==> src/rtl/ccff_loader_pkg.sv <==
// ccff_loader_pkg: shared state encoding and default geometry for the ccff chain loader.
package ccff_loader_pkg;
    localparam int NUM_CHAINS_DEF = 12;
    localparam int CHAIN_LEN_DEF  = 1024;
    typedef enum logic [2:0] {IDLE, LOAD, FLUSH, CHECK, DONE} state_t;
endpackage

==> src/rtl/ccff_chain_loader_if.sv <==
// ccff_chain_loader_if: valid/ready bitstream word stream, one bit per configuration chain.
interface ccff_chain_loader_if #(
    parameter int NUM_CHAINS = 12
);
    logic                  s_valid;
    logic [NUM_CHAINS-1:0] s_data;
    logic                  s_ready;
    modport master (output s_valid, output s_data, input s_ready);
    modport slave (input s_valid, input s_data, output s_ready);
endinterface

==> src/rtl/ccff_chain_loader.sv <==
// ccff_chain_loader: streams bitstream words into the parallel ccff chains and sequences config_enable.
// Define CCFF_READBACK_EN to build in the word-0 readback self-check driving err.
module ccff_chain_loader
    import ccff_loader_pkg::*;
#(
    parameter int NUM_CHAINS = NUM_CHAINS_DEF,
    parameter int CHAIN_LEN  = CHAIN_LEN_DEF,
    parameter int CNT_W      = $clog2(CHAIN_LEN + 1)
) (
    input  logic                  prog_clk,
    input  logic                  pReset_n,
    input  logic                  start,
    input  logic                  abort,
    ccff_chain_loader_if.slave    s_if,
    output logic [NUM_CHAINS-1:0] ccff_head,
    input  logic [NUM_CHAINS-1:0] ccff_tail,
    output logic                  prog_clk_en,
    output logic                  config_enable,
    output logic                  done,
    output logic                  err
);
    state_t                r_state;
    state_t                w_next;
    logic [CNT_W-1:0]      r_cnt;
    logic [NUM_CHAINS-1:0] r_head;
    logic                  r_pce;
    logic                  w_acc;
    logic                  w_last;
    logic                  w_go;

    // abort gates acceptance so an aborted cycle never shifts the chains
    assign s_if.s_ready  = (r_state == LOAD) && (r_cnt < CNT_W'(CHAIN_LEN));
    assign w_acc         = s_if.s_valid && s_if.s_ready && !abort;
    assign w_last        = w_acc && (r_cnt == CNT_W'(CHAIN_LEN - 1));
    assign w_go          = start && !abort && (r_state == IDLE || r_state == DONE);
    assign config_enable = (r_state == LOAD) || (r_state == FLUSH) || (r_state == CHECK);
    assign done          = r_state == DONE;
    assign ccff_head     = r_head;
    assign prog_clk_en   = r_pce;

    always_comb begin
        w_next = r_state;
        case (r_state)
            IDLE, DONE: w_next = start ? LOAD : r_state;
            LOAD:       w_next = w_last ? FLUSH : LOAD;
            FLUSH:      w_next = CHECK;
            CHECK:      w_next = DONE;
            default:    w_next = IDLE;
        endcase
        if (abort) w_next = IDLE;
    end

    always_ff @(posedge prog_clk or negedge pReset_n) begin
        if (!pReset_n) begin
            r_state <= IDLE;
            r_cnt   <= '0;
            r_head  <= '0;
            r_pce   <= 1'b0;
        end else begin
            r_state <= w_next;
            r_pce   <= w_acc;
            if (w_acc) r_head <= s_if.s_data;
            if (w_go) r_cnt <= '0;
            else if (w_acc) r_cnt <= r_cnt + 1'b1;
        end
    end

`ifdef CCFF_READBACK_EN
    logic [NUM_CHAINS-1:0] r_word0;
    logic                  r_err;

    // word 0 travels farthest, so after the final shift it sits at the tails
    always_ff @(posedge prog_clk or negedge pReset_n) begin
        if (!pReset_n) begin
            r_word0 <= '0;
            r_err   <= 1'b0;
        end else begin
            if (w_acc && r_cnt == '0) r_word0 <= s_if.s_data;
            if (abort || w_go) r_err <= 1'b0;
            else if (r_state == CHECK) r_err <= ccff_tail != r_word0;
        end
    end

    assign err = r_err;
`else
    logic w_unused_tail;
    assign w_unused_tail = ^ccff_tail;
    assign err           = 1'b0;
`endif
endmodule

==> src/flat_wrapper.sv <==
// flat-port wrapper written by rule: the top's interface ports become plain ports
module ccff_chain_loader_flat import ccff_loader_pkg::*;
#(
    parameter int NUM_CHAINS = NUM_CHAINS_DEF,
    parameter int CHAIN_LEN  = CHAIN_LEN_DEF,
    parameter int CNT_W      = $clog2(CHAIN_LEN + 1)
)
  (prog_clk, pReset_n, start, abort, ccff_head, ccff_tail, prog_clk_en, config_enable, done, err, s_if_s_valid, s_if_s_data, s_if_s_ready);
  ccff_chain_loader_if #(.NUM_CHAINS(NUM_CHAINS)) s_if_i ();
  input  logic prog_clk;
  input  logic pReset_n;
  input  logic start;
  input  logic abort;
  output logic [NUM_CHAINS-1:0] ccff_head;
  input  logic [NUM_CHAINS-1:0] ccff_tail;
  output logic prog_clk_en;
  output logic config_enable;
  output logic done;
  output logic err;
  input wire logic [$bits(s_if_i.s_valid)-1:0] s_if_s_valid;
  input wire logic [$bits(s_if_i.s_data)-1:0] s_if_s_data;
  output wire logic [$bits(s_if_i.s_ready)-1:0] s_if_s_ready;
  assign s_if_i.s_valid = s_if_s_valid;
  assign s_if_i.s_data = s_if_s_data;
  assign s_if_s_ready = s_if_i.s_ready;
  ccff_chain_loader #(.NUM_CHAINS(NUM_CHAINS), .CHAIN_LEN(CHAIN_LEN), .CNT_W(CNT_W)) u_core (.prog_clk(prog_clk), .pReset_n(pReset_n), .start(start), .abort(abort), .s_if(s_if_i), .ccff_head(ccff_head), .ccff_tail(ccff_tail), .prog_clk_en(prog_clk_en), .config_enable(config_enable), .done(done), .err(err));
endmodule
==> config.mk <==
export PLATFORM = sky130hd
export DESIGN_NAME = ccff_chain_loader_flat
export DESIGN_NICKNAME = d
export VERILOG_FILES = /design/src/rtl/ccff_loader_pkg.sv /design/src/rtl/ccff_chain_loader_if.sv /design/src/rtl/ccff_chain_loader.sv /design/src/flat_wrapper.sv
export SDC_FILE = /design/constraint.sdc
export NUM_CORES = 1
export LEC_CHECK = 0
export CORE_MARGIN = 2
export CORE_UTILIZATION = 25
export CTS_BUF_LIST = sky130_fd_sc_hd__clkbuf_8
export CTS_CLUSTER_SIZE = 12
export DETAILED_ROUTE_END_ITERATION = 6
export GPL_ROUTABILITY_DRIVEN = 0
export HOLD_SLACK_MARGIN = 0.06
export PLACE_DENSITY = 0.48
export SYNTH_ARGS = -nofsm -noshare
export SYNTH_HDL_FRONTEND = slang
export SYNTH_SLANG_ARGS = --single-unit
==> constraint.sdc <==
create_clock -name prog_clk -period 2.8 [get_ports prog_clk]
set_clock_uncertainty 0.1 [all_clocks]
set_input_delay 0.28 -clock prog_clk [delete_from_list [all_inputs] [get_ports prog_clk]]
set_output_delay 0.28 -clock prog_clk [all_outputs]
set_load 0.02 [all_outputs]
# Yosys cells after proc, flatten, opt, wreduce, memory -nomap -nowiden
# Index checks and enable logic that the tools add are counted.
# totals
reg_bits	27
# classes
n_reduce_logical	13
mux	6
magnitude_cmp	1
addsub	1
eq_ne	6
# ops
cell	n
$mux W11	2
$pmux W3 S4	1
$add A11 B1 Y11 const B	1
$eq A11 B10 Y1 const B	1
$lt A11 B11 Y1 const B	1
$eq A3 B2 Y1 const B	2
$logic_and A1 B1 Y1	6
$mux W3	2
$eq A3 B1 Y1 const B	1
$eq A3 B3 Y1 const B	1
$logic_not A3 Y1	1
$logic_or A1 B1 Y1	3
$ne A3 B3 Y1 const B	1
$mux W2	1
$reduce_bool A2 Y1	1
$reduce_or A2 Y1	1
$logic_not A1 Y1	1

# Longest topological paths before layout
# Gate-level depths: netlist of the first run.
# logic_depth
word_depth	8
ltp_mapped	6
ltp_nobuf	5

# Worst setup path before layout of the first run
# Ideal clock, no wire load.
# synth_timing
kind	register -> register
start	register u_core.r_state[1]
end	register u_core.r_cnt[9]
setup_time_ns	0.078
path_stages_with_launch	5
t_arrival_ns	1.408
period_less_slack_ns	1.586
path_slack_ns	1.214
path_cell_list	dfrtp_1 -> nor3b_4 -> nand4_1 -> or3_1 -> a21oi_1
# synth_between
elab_chain_len	5
word_cells_on_any_way	10
# synth_lines
item	line	rtl
start, declared	ccff_chain_loader.sv:22	state_t r_state;
start signal, assigned	ccff_chain_loader.sv:60	r_state <= w_next;
$eq A3 B1 Y1	ccff_chain_loader.sv:32	assign s_if.s_ready = (r_state == LOAD) && (r_cnt < CNT_W'(CHAIN_LEN));
$logic_and A1 B1 Y1	ccff_chain_loader.sv:32	
$logic_and A1 B1 Y1 (2 in a row)	ccff_chain_loader.sv:33	assign w_acc = s_if.s_valid && s_if.s_ready && !abort;
$reduce_bool A2 Y1 (no line)	-	
end signal, assigned	ccff_chain_loader.sv:64	else if (w_acc) r_cnt <= r_cnt + 1'b1;
end, declared	ccff_chain_loader.sv:24	logic [CNT_W-1:0] r_cnt;
# Parallel ways exist; a longest one is shown, timed or not.
# A chain may end at the register's enable or synchronous reset.

# Worst setup path after layout of the first run
# layout_timing
start	register u_core.r_state[1]
end	output port s_if_s_ready
# layout_between
elab_chain_len	2
# layout_lines
item	line	rtl
$eq A3 B1 Y1	ccff_chain_loader.sv:32	
$logic_and A1 B1 Y1	ccff_chain_loader.sv:32	
end, declared	flat_wrapper.sv:22	output wire logic [$bits(s_if_i.s_ready)-1:0] s_if_s_ready;
# Every way passes these cells.

==> impl_summary.log, run 1 <==
[metrics] outcome: finished clean
[metrics] Post-synth top flop: sky130_fd_sc_hd__dfrtp_1
[metrics] effective utilization at floorplan: approximately a quarter
[metrics] number of warnings issued by yosys: 0
[metrics] clock slew seen by the registers of the worst setup and hold paths: 0.10 ns
[metrics] number of placed instances, taps included: 213
[metrics] arrival time at the worst endpoint: 1.95 ns
[metrics] final count of pins violating max slew: 0
[metrics] vias per inst: 4.59
[metrics] number of hold-repair buffers added at the cts stage: 0
[metrics] number of design rule violations left after detail routing: 0
[metrics] category of the critical setup timing path: register to primary output
[metrics] Nets: around 190
[metrics] Fillers: around 470
[metrics] number of hold violations in the final report: 0
[metrics] cell at the root of the clock tree: sky130_fd_sc_hd__clkbuf_8
[metrics] multi-input gate area in the final layout: between 500 and 600 um2
[metrics] Placement Setup Slack: 0.746 ns
[metrics] total congestion overflow after global routing: 0
[metrics] largest buffer count on any clock path: 2
[metrics] Std-Cell Core Area: around 4700 um2
[metrics] floorplan die area: 5400 um2
[metrics] height of the die: 73.5 um
[metrics] layout cells sized above 1: under 10%
[metrics] Iteration-0 DRC Markers: 22
[metrics] number of max-capacitance violations reported: 0
[metrics] synthesized area per cell: 9.66 um2
[metrics] Worst Slack Setup Final: ~0.47 ns
[metrics] number of placement rows: 25
[metrics] synthesis-stage register bit count: 27
[metrics] routed wire length: 2670 um
[metrics] largest area contributor in the synthesized netlist: sky130_fd_sc_hd__dfrtp_1
[metrics] Area contributors post-synth: sky130_fd_sc_hd__dfrtp_1 56%, sky130_fd_sc_hd__nand2_1 13%, sky130_fd_sc_hd__xor2_1 3.6%
[metrics] post-CTS setup buffers: 0
[metrics] area added between synthesis and finish: 37.7%
[metrics] count of buffers from port buffering: 32
[metrics] number of setup violations in the final report: 0
[metrics] Critical Path Source Type: register
[metrics] Synth Net Count: 155
[metrics] Critical Path Fanout Max: 9
[metrics] area share of the largest cell type after synthesis: 56.0%
[metrics] portion of the clock cycle consumed by the worst path in the final layout: between 80% and 90%
[metrics] detailed-route via count: approximately 1,000
[metrics] number of different library cells in the post-synthesis netlist: 32
[metrics] area of all sequential standard cells: 676 um2
[metrics] detailed placement HPWL: ~1900 um
[metrics] clock sink count: 27
[metrics] static power due to leakage: 0.777 nW
[metrics] Resize count post-CTS: 0
[metrics] CP endpoint kind: primary output
[metrics] total inserted antenna cells: 0
[metrics] global-route usage over all layers: 10.9%
[metrics] Post-Layout Cell Count: between 200 and 250
[metrics] wire length of the first global-routing pass: ~4600 um
[metrics] data required time of the critical path: 2.42 ns
[metrics] number of enable-type register cells in the synthesized netlist: 0
[metrics] gate count of the mapped netlist: 125
[metrics] number of antenna violations at the first check in global routing: 0
[metrics] number of detailed-route iterations in the first pass: 4
[metrics] final setup TNS: 0 ns
[metrics] die extent in x: 73.5 um
[metrics] unrepaired setup endpoints after global routing: false
[metrics] CTS H-Tree Depth: 1
[metrics] share of the yosys chip area belonging to registers: between 50% and 60%
[metrics] I/O pin count: 46
[metrics] largest net degree at the start of global routing: 28
[metrics] TritonCTS clock tree: yes
[metrics] Netlist Area Pre-Place: about 1200 um2
[metrics] power per unit of standard cell area: approximately 590 nW/um2
[metrics] Hold Path Class: input port to asynchronous set/reset pin
[metrics] vias in the first global route: 996
[metrics] Max rail drop VDD: 0.287 mV
[metrics] minimum clock period after layout: 2.33 ns
[metrics] WL/cell: approximately 12 um
[metrics] clock latency at the later pin of the worst-skew pair: around 0.27 ns
[metrics] peak clock frequency supported by timing: 0.428 GHz
[metrics] async set-reset flop share out of synthesis: 100%
[metrics] Num CTS Buffers: 3
[metrics] antenna viol nets, final: 0
[worst max-delay path, cell delays in order, from the launching register on]
cell	delay (ns)
sky130_fd_sc_hd__dfrtp_1	0.46
sky130_fd_sc_hd__nor3b_4	0.43
sky130_fd_sc_hd__nor2b_1	0.18
sky130_fd_sc_hd__clkdlybuf4s50_1	0.61
[layout make-up]
cell class / count / area share (%)
timing repair buffer: 37 / 21.5
tap: 54 / 4.06
clock buffer: 3 / 2.48
clock inverter: 1 / 0.301
sequential: 27 / 40.6
multi-input combinational: 94 / 30.8
inverter: 1 / 0.226
[power by group]
| group | internal, mW | total (mW) | switching (mW) |
|---|---|---|---|
| combinational | 0.136 | 0.277 | 0.141 |
| sequential | 0.443 | 0.480 | 0.0364 |
| clock | 0.0996 | 0.222 | 0.122 |
[placed cells by master (no fill, tap or decap), drive strengths merged, types with 2 or more instances in the layout]
cell           instances
nand2b                 2
nor2                   8
xor2                   5
nor3b                  3
nand3b                 2
nand3                  4
a21oi                  2
nand4                  6
nand2                 43
buf                    5
o21ai                  3
dfrtp                 27
clkbuf                 3
and4                   2
clkdlybuf4s50         32
and3                   2
[cell usage after synthesis, drive strengths merged, types with 2 or more instances]
library cell  number
nor3b              3
dfrtp             27
o21ai              3
and4               2
buf                2
nand2b             2
a21oi              2
nand3              4
nor2               8
nand3b             2
nand4              6
and3               2
xor2               5
nand2             43
[routing by layer]
| layer | wire length, um | up-vias | track usage, % |
|---|---|---|---|
| met5 | 0 | - | 0 |
| met4 | 0 | 0 | 1.82 |
| met3 | 143 | 0 | 2.88 |
| met2 | 1240 | 27 | 18.0 |
| met1 | 1280 | 476 | 14.7 |
| li1 | - | 494 | - |
[final timing paths]
check	from	to	slack, ns	depth (start not counted)
max in group asynchronous	pReset_n	u_core.ccff_head[3]	2.05	2
hold reg to reg	u_core.ccff_head[10]	u_core.ccff_head[10]	0.39	2
setup reg to reg	u_core.r_state[1]	u_core.r_cnt[9]	1.02	4
setup / recovery	u_core.r_state[1]	s_if_s_ready	0.47	3
hold / removal	pReset_n	u_core.r_cnt[7]	0.27	2
min in group prog_clk	u_core.ccff_head[10]	u_core.ccff_head[10]	0.39	2
[metrics by stage]
step / area (um2) / utilization (%) / power [mW] / hold slack (ns)
global placement: 1620 / 34.5 / 0.763 / 0.359
finish: 1660 / 35.4 / 0.978 / 0.269
global route: 1660 / 35.4 / 1.04 / 0.306
floorplan: 1210 / - / 0.609 / -0.116
detailed placement: 1620 / 34.5 / 0.768 / 0.366
CTS: 1660 / 35.4 / 1.00 / 0.291
[kinds of logic after synthesis]
logic type / after synthesis / synth area share [%]
AOI/OAI and AO/OA: 10 / 5.49
and+or+nand+nor: 76 / 31.1
adders and majority gates: 1 / 1.04
DFF: 27 / 56.0
xor gates and xnor gates: 5 / 3.63
other: 1 / 0.311
buffers and inverters: 4 / 1.66
muxes: 1 / 0.829
[sequential cells by signal (all words and copies together) (netlist names)]
signal,count
u_core.r_state,3
u_core.prog_clk_en,1
u_core.ccff_head,12
u_core.r_cnt,11
Note: power is estimated with default switching activity, not from simulation.
==> inputs of run 2 (changes only) <==
--- a/config.mk
+++ b/config.mk
@@ -12,7 +12,7 @@
 export DETAILED_ROUTE_END_ITERATION = 6
 export GPL_ROUTABILITY_DRIVEN = 0
 export HOLD_SLACK_MARGIN = 0.06
-export PLACE_DENSITY = 0.48
+export PLACE_DENSITY = 0.5
 export SYNTH_ARGS = -nofsm -noshare
 export SYNTH_HDL_FRONTEND = slang
 export SYNTH_SLANG_ARGS = --single-unit
==> constraint.sdc (replaced) <==
create_clock -name prog_clk -period 1.9 [get_ports prog_clk]
set_clock_uncertainty 0.1 [all_clocks]
set_input_delay 0.19 -clock prog_clk [delete_from_list [all_inputs] [get_ports prog_clk]]
set_output_delay 0.19 -clock prog_clk [all_outputs]
set_load 0.02 [all_outputs]
==> run 2 against run 1 <==
Combinational power rose by 47%; clock power rose by 48%; largest cell class unchanged; final cell count rose by 0.92%; die area did not move; non-clock buffer count rose by 2; flip-flop and latch count did not move; critical endpoint is now config_enable; worst setup slack got worse by 0.37 ns; register-to-register slack got worse by 0.79 ns; via count fell by 2.4%; clock-buffer cell count did not move; first-iteration DRC count rose by 82%; utilization rose by 0.29 points.
==> impl_summary.log, run 2 (synthesized netlist as in run 1, its figures left out) <==
[metrics] total congestion overflow after global routing: 0 (unchanged)
[metrics] largest net degree at the start of global routing: 28 (unchanged)
[metrics] CP delay by family, top: buffers and inverters
[metrics] flop2flop setup slack: 0.23 ns (-0.79 ns)
[metrics] clock sink count: 27 (unchanged)
[metrics] layout cells sized above 1: 9.70% (+1.7 points)
[metrics] largest buffer count on any clock path: 2 (unchanged)
[metrics] portion of the clock cycle consumed by the worst path in the final layout: between 90% and 100%
[metrics] Nets: 196 (+1.0%)
[metrics] routed wire length: 2510 um (-5.7%)
[metrics] Fillers: 484 (+3.4%)
[metrics] outcome: finished clean
[metrics] total inserted antenna cells: 0 (unchanged)
[metrics] post-CTS setup buffers: 0 (unchanged)
[metrics] cell repeated most along the worst path: sky130_fd_sc_hd__nor2_1
[metrics] number of antenna violations at the first check in global routing: 0 (unchanged)
[metrics] Num CTS Buffers: 3 (unchanged)
[metrics] number of detailed-route iterations in the first pass: 4 (unchanged)
[metrics] Max rail drop VDD: 0.405 mV (+41%)
[metrics] CP max stage delay: 0.53 ns (-0.08 ns)
[metrics] library cell contributing the largest single delay on the critical path: sky130_fd_sc_hd__clkdlybuf4s50_1
[metrics] Critical Path Fanout Max: 7 (-2)
[metrics] placed inst area: 1630 um2 (+0.93%)
[metrics] number of hold violations in the final report: 0 (unchanged)
[metrics] I/O pin count: 46 (unchanged)
[metrics] detailed-route via count: 973 (-2.4%)
[metrics] CP endpoint kind: primary output
[metrics] Worst Slack Setup Final: 0.0934 ns (-0.373 ns)
[metrics] global-route usage over all layers: 10.4% (-0.51 points)
[metrics] depth of the most critical reg-to-reg path: 5 (+1)
[metrics] flip-flop count of the largest register, all copies and words added: 12 (unchanged)
[metrics] Iteration-0 DRC Markers: 40 (+82%)
[metrics] category of the critical setup timing path: register to primary output
[metrics] WL/cell: 11.5 um (-6.6%)
[metrics] final setup TNS: 0 ns (unchanged)
[metrics] vias per inst: 4.44 (-3.3%)
[metrics] detailed placement HPWL: 1800 um (-4.4%)
[metrics] data required time of the critical path: 1.61 ns (-0.81 ns)
[metrics] commonest non-fill, non-tap cell in the layout: sky130_fd_sc_hd__nand2_1
[metrics] ordered list of cells on the worst path: nor2_1 -> nor2_1 -> clkdlybuf4s50_1
[metrics] count of buffers from port buffering: 32 (unchanged)
[metrics] number of placement rows: 25 (unchanged)
[metrics] number of max-capacitance violations reported: 0 (unchanged)
[metrics] height of the die: 73.5 um (unchanged)
[metrics] number of design rule violations left after detail routing: 0 (unchanged)
[metrics] Std-Cell Core Area: 4690 um2 (unchanged)
[metrics] Critical Path Source Type: register
[metrics] worst flop-to-flop path startpoint: u_core.r_state[1]
[metrics] minimum clock period after layout: 1.81 ns
[metrics] multi-input gate area in the final layout: 512 um2 (unchanged)
[metrics] final count of pins violating max slew: 0 (unchanged)
[metrics] power per unit of standard cell area: 861 nW/um2 (+46%)
[metrics] vias in the first global route: 964 (-3.2%)
[metrics] peak clock frequency supported by timing: 0.554 GHz
[metrics] wire length of the first global-routing pass: 4440 um (-4.3%)
[metrics] cell at the root of the clock tree: sky130_fd_sc_hd__clkbuf_8
[metrics] floorplan die area: 5400 um2 (unchanged)
[metrics] unrepaired setup endpoints after global routing: false
[metrics] CTS H-Tree Depth: 1 (unchanged)
[metrics] Critical Path Stages: 3 (unchanged)
[metrics] final instance area: 1680 um2 (+0.83%)
[metrics] die extent in x: 73.5 um (unchanged)
[metrics] antenna viol nets, final: 0 (unchanged)
[metrics] number of hold-repair buffers added at the cts stage: 0 (unchanged)
[metrics] effective utilization at floorplan: 25.7% (unchanged)
[metrics] core utilization of the finished layout: 35.7% (+0.29 points)
[metrics] Hold Path Class: input port to asynchronous set/reset pin
[metrics] clock slew seen by the registers of the worst setup and hold paths: 0.09 ns (about the same)
[metrics] arrival time at the worst endpoint: 1.52 ns (-0.43 ns)
[metrics] TritonCTS clock tree: yes
[metrics] Placement Setup Slack: 0.0723 ns (-0.674 ns)
[metrics] most frequent cells in the layout: 42 x sky130_fd_sc_hd__nand2_1, 30 x sky130_fd_sc_hd__clkdlybuf4s50_1, 26 x sky130_fd_sc_hd__dfrtp_1, 8 x sky130_fd_sc_hd__nor2_1, 7 x sky130_fd_sc_hd__buf_4
[metrics] clock latency at the later pin of the worst-skew pair: 0.27 ns (about the same)
[metrics] area of all sequential standard cells: 677 um2 (+0.19%)
[metrics] buffers and inverters on the worst path: 1 (unchanged)
[metrics] static power due to leakage: 0.792 nW (+2.0%)
[metrics] Crit. Startpoint: u_core.r_state[1]
[metrics] area added between synthesis and finish: 38.9%
[metrics] number of setup violations in the final report: 0 (unchanged)
==> run 2: cell types whose count changed in the layout (fill, tap and decap cells not counted) <==
cell                              delta
sky130_fd_sc_hd__buf_4               +2
sky130_fd_sc_hd__clkdlybuf4s50_1     -2
sky130_fd_sc_hd__dlygate4sd2_1       +2
sky130_fd_sc_hd__dfrtp_1             -1
sky130_fd_sc_hd__dfrtp_2             +1
==> run 2: final timing paths <==
kind	endpoint
setup / recovery	config_enable
hold / removal	u_core.r_cnt[6]
setup reg to reg	u_core.r_cnt[9]
hold reg to reg	u_core.ccff_head[0]
max in group asynchronous	u_core.r_state[1]
min in group prog_clk	u_core.ccff_head[7]
==> run 2: per-stage QoR <==
| stage | hold WS (ns) | total power [mW] | instances |
|---|---|---|---|
| finish | 0.185 | 1.44 | 219 |
| global route | 0.236 | 1.54 | 219 |
| CTS | 0.199 | 1.47 | 219 |
| detailed placement | 0.363 | 1.13 | 215 |
| global placement | 0.358 | 1.13 | 215 |
| floorplan | -0.206 | 0.897 | 125 |
==> run 2: layout make-up <==
| class | count | share of cell area [%] |
|---|---|---|
| timing repair buffer | 39 | 22.1 |
| tap | 54 | 4.03 |
| clock buffer | 3 | 2.46 |
| clock inverter | 1 | 0.299 |
| multi-input combinational | 94 | 30.5 |
| sequential | 27 | 40.4 |
| inverter | 1 | 0.224 |
==> run 2: routing by layer <==
layer | vias up | global-route usage [%] | share of wire (%)
met5 | - | 0 | 0
met4 | 0 | 1.82 | 0.28
met3 | 2 | 3.57 | 6.4
met2 | 31 | 16.3 | 43
met1 | 443 | 14.2 | 50
li1 | 497 | - | -
==> run 2: timing repair <==
action	in CTS	in global routing
setup endpoints to repair	2	1
gates resized for setup	2	1
hold endpoints to repair	0	0
==> run 2: power by group <==
part           switching (mW)  total (mW)  internal, mW
Combinational           0.205       0.408         0.203
Sequential             0.0538       0.707         0.653
Clock                   0.182       0.329         0.147
Total                   0.441        1.44          1.00
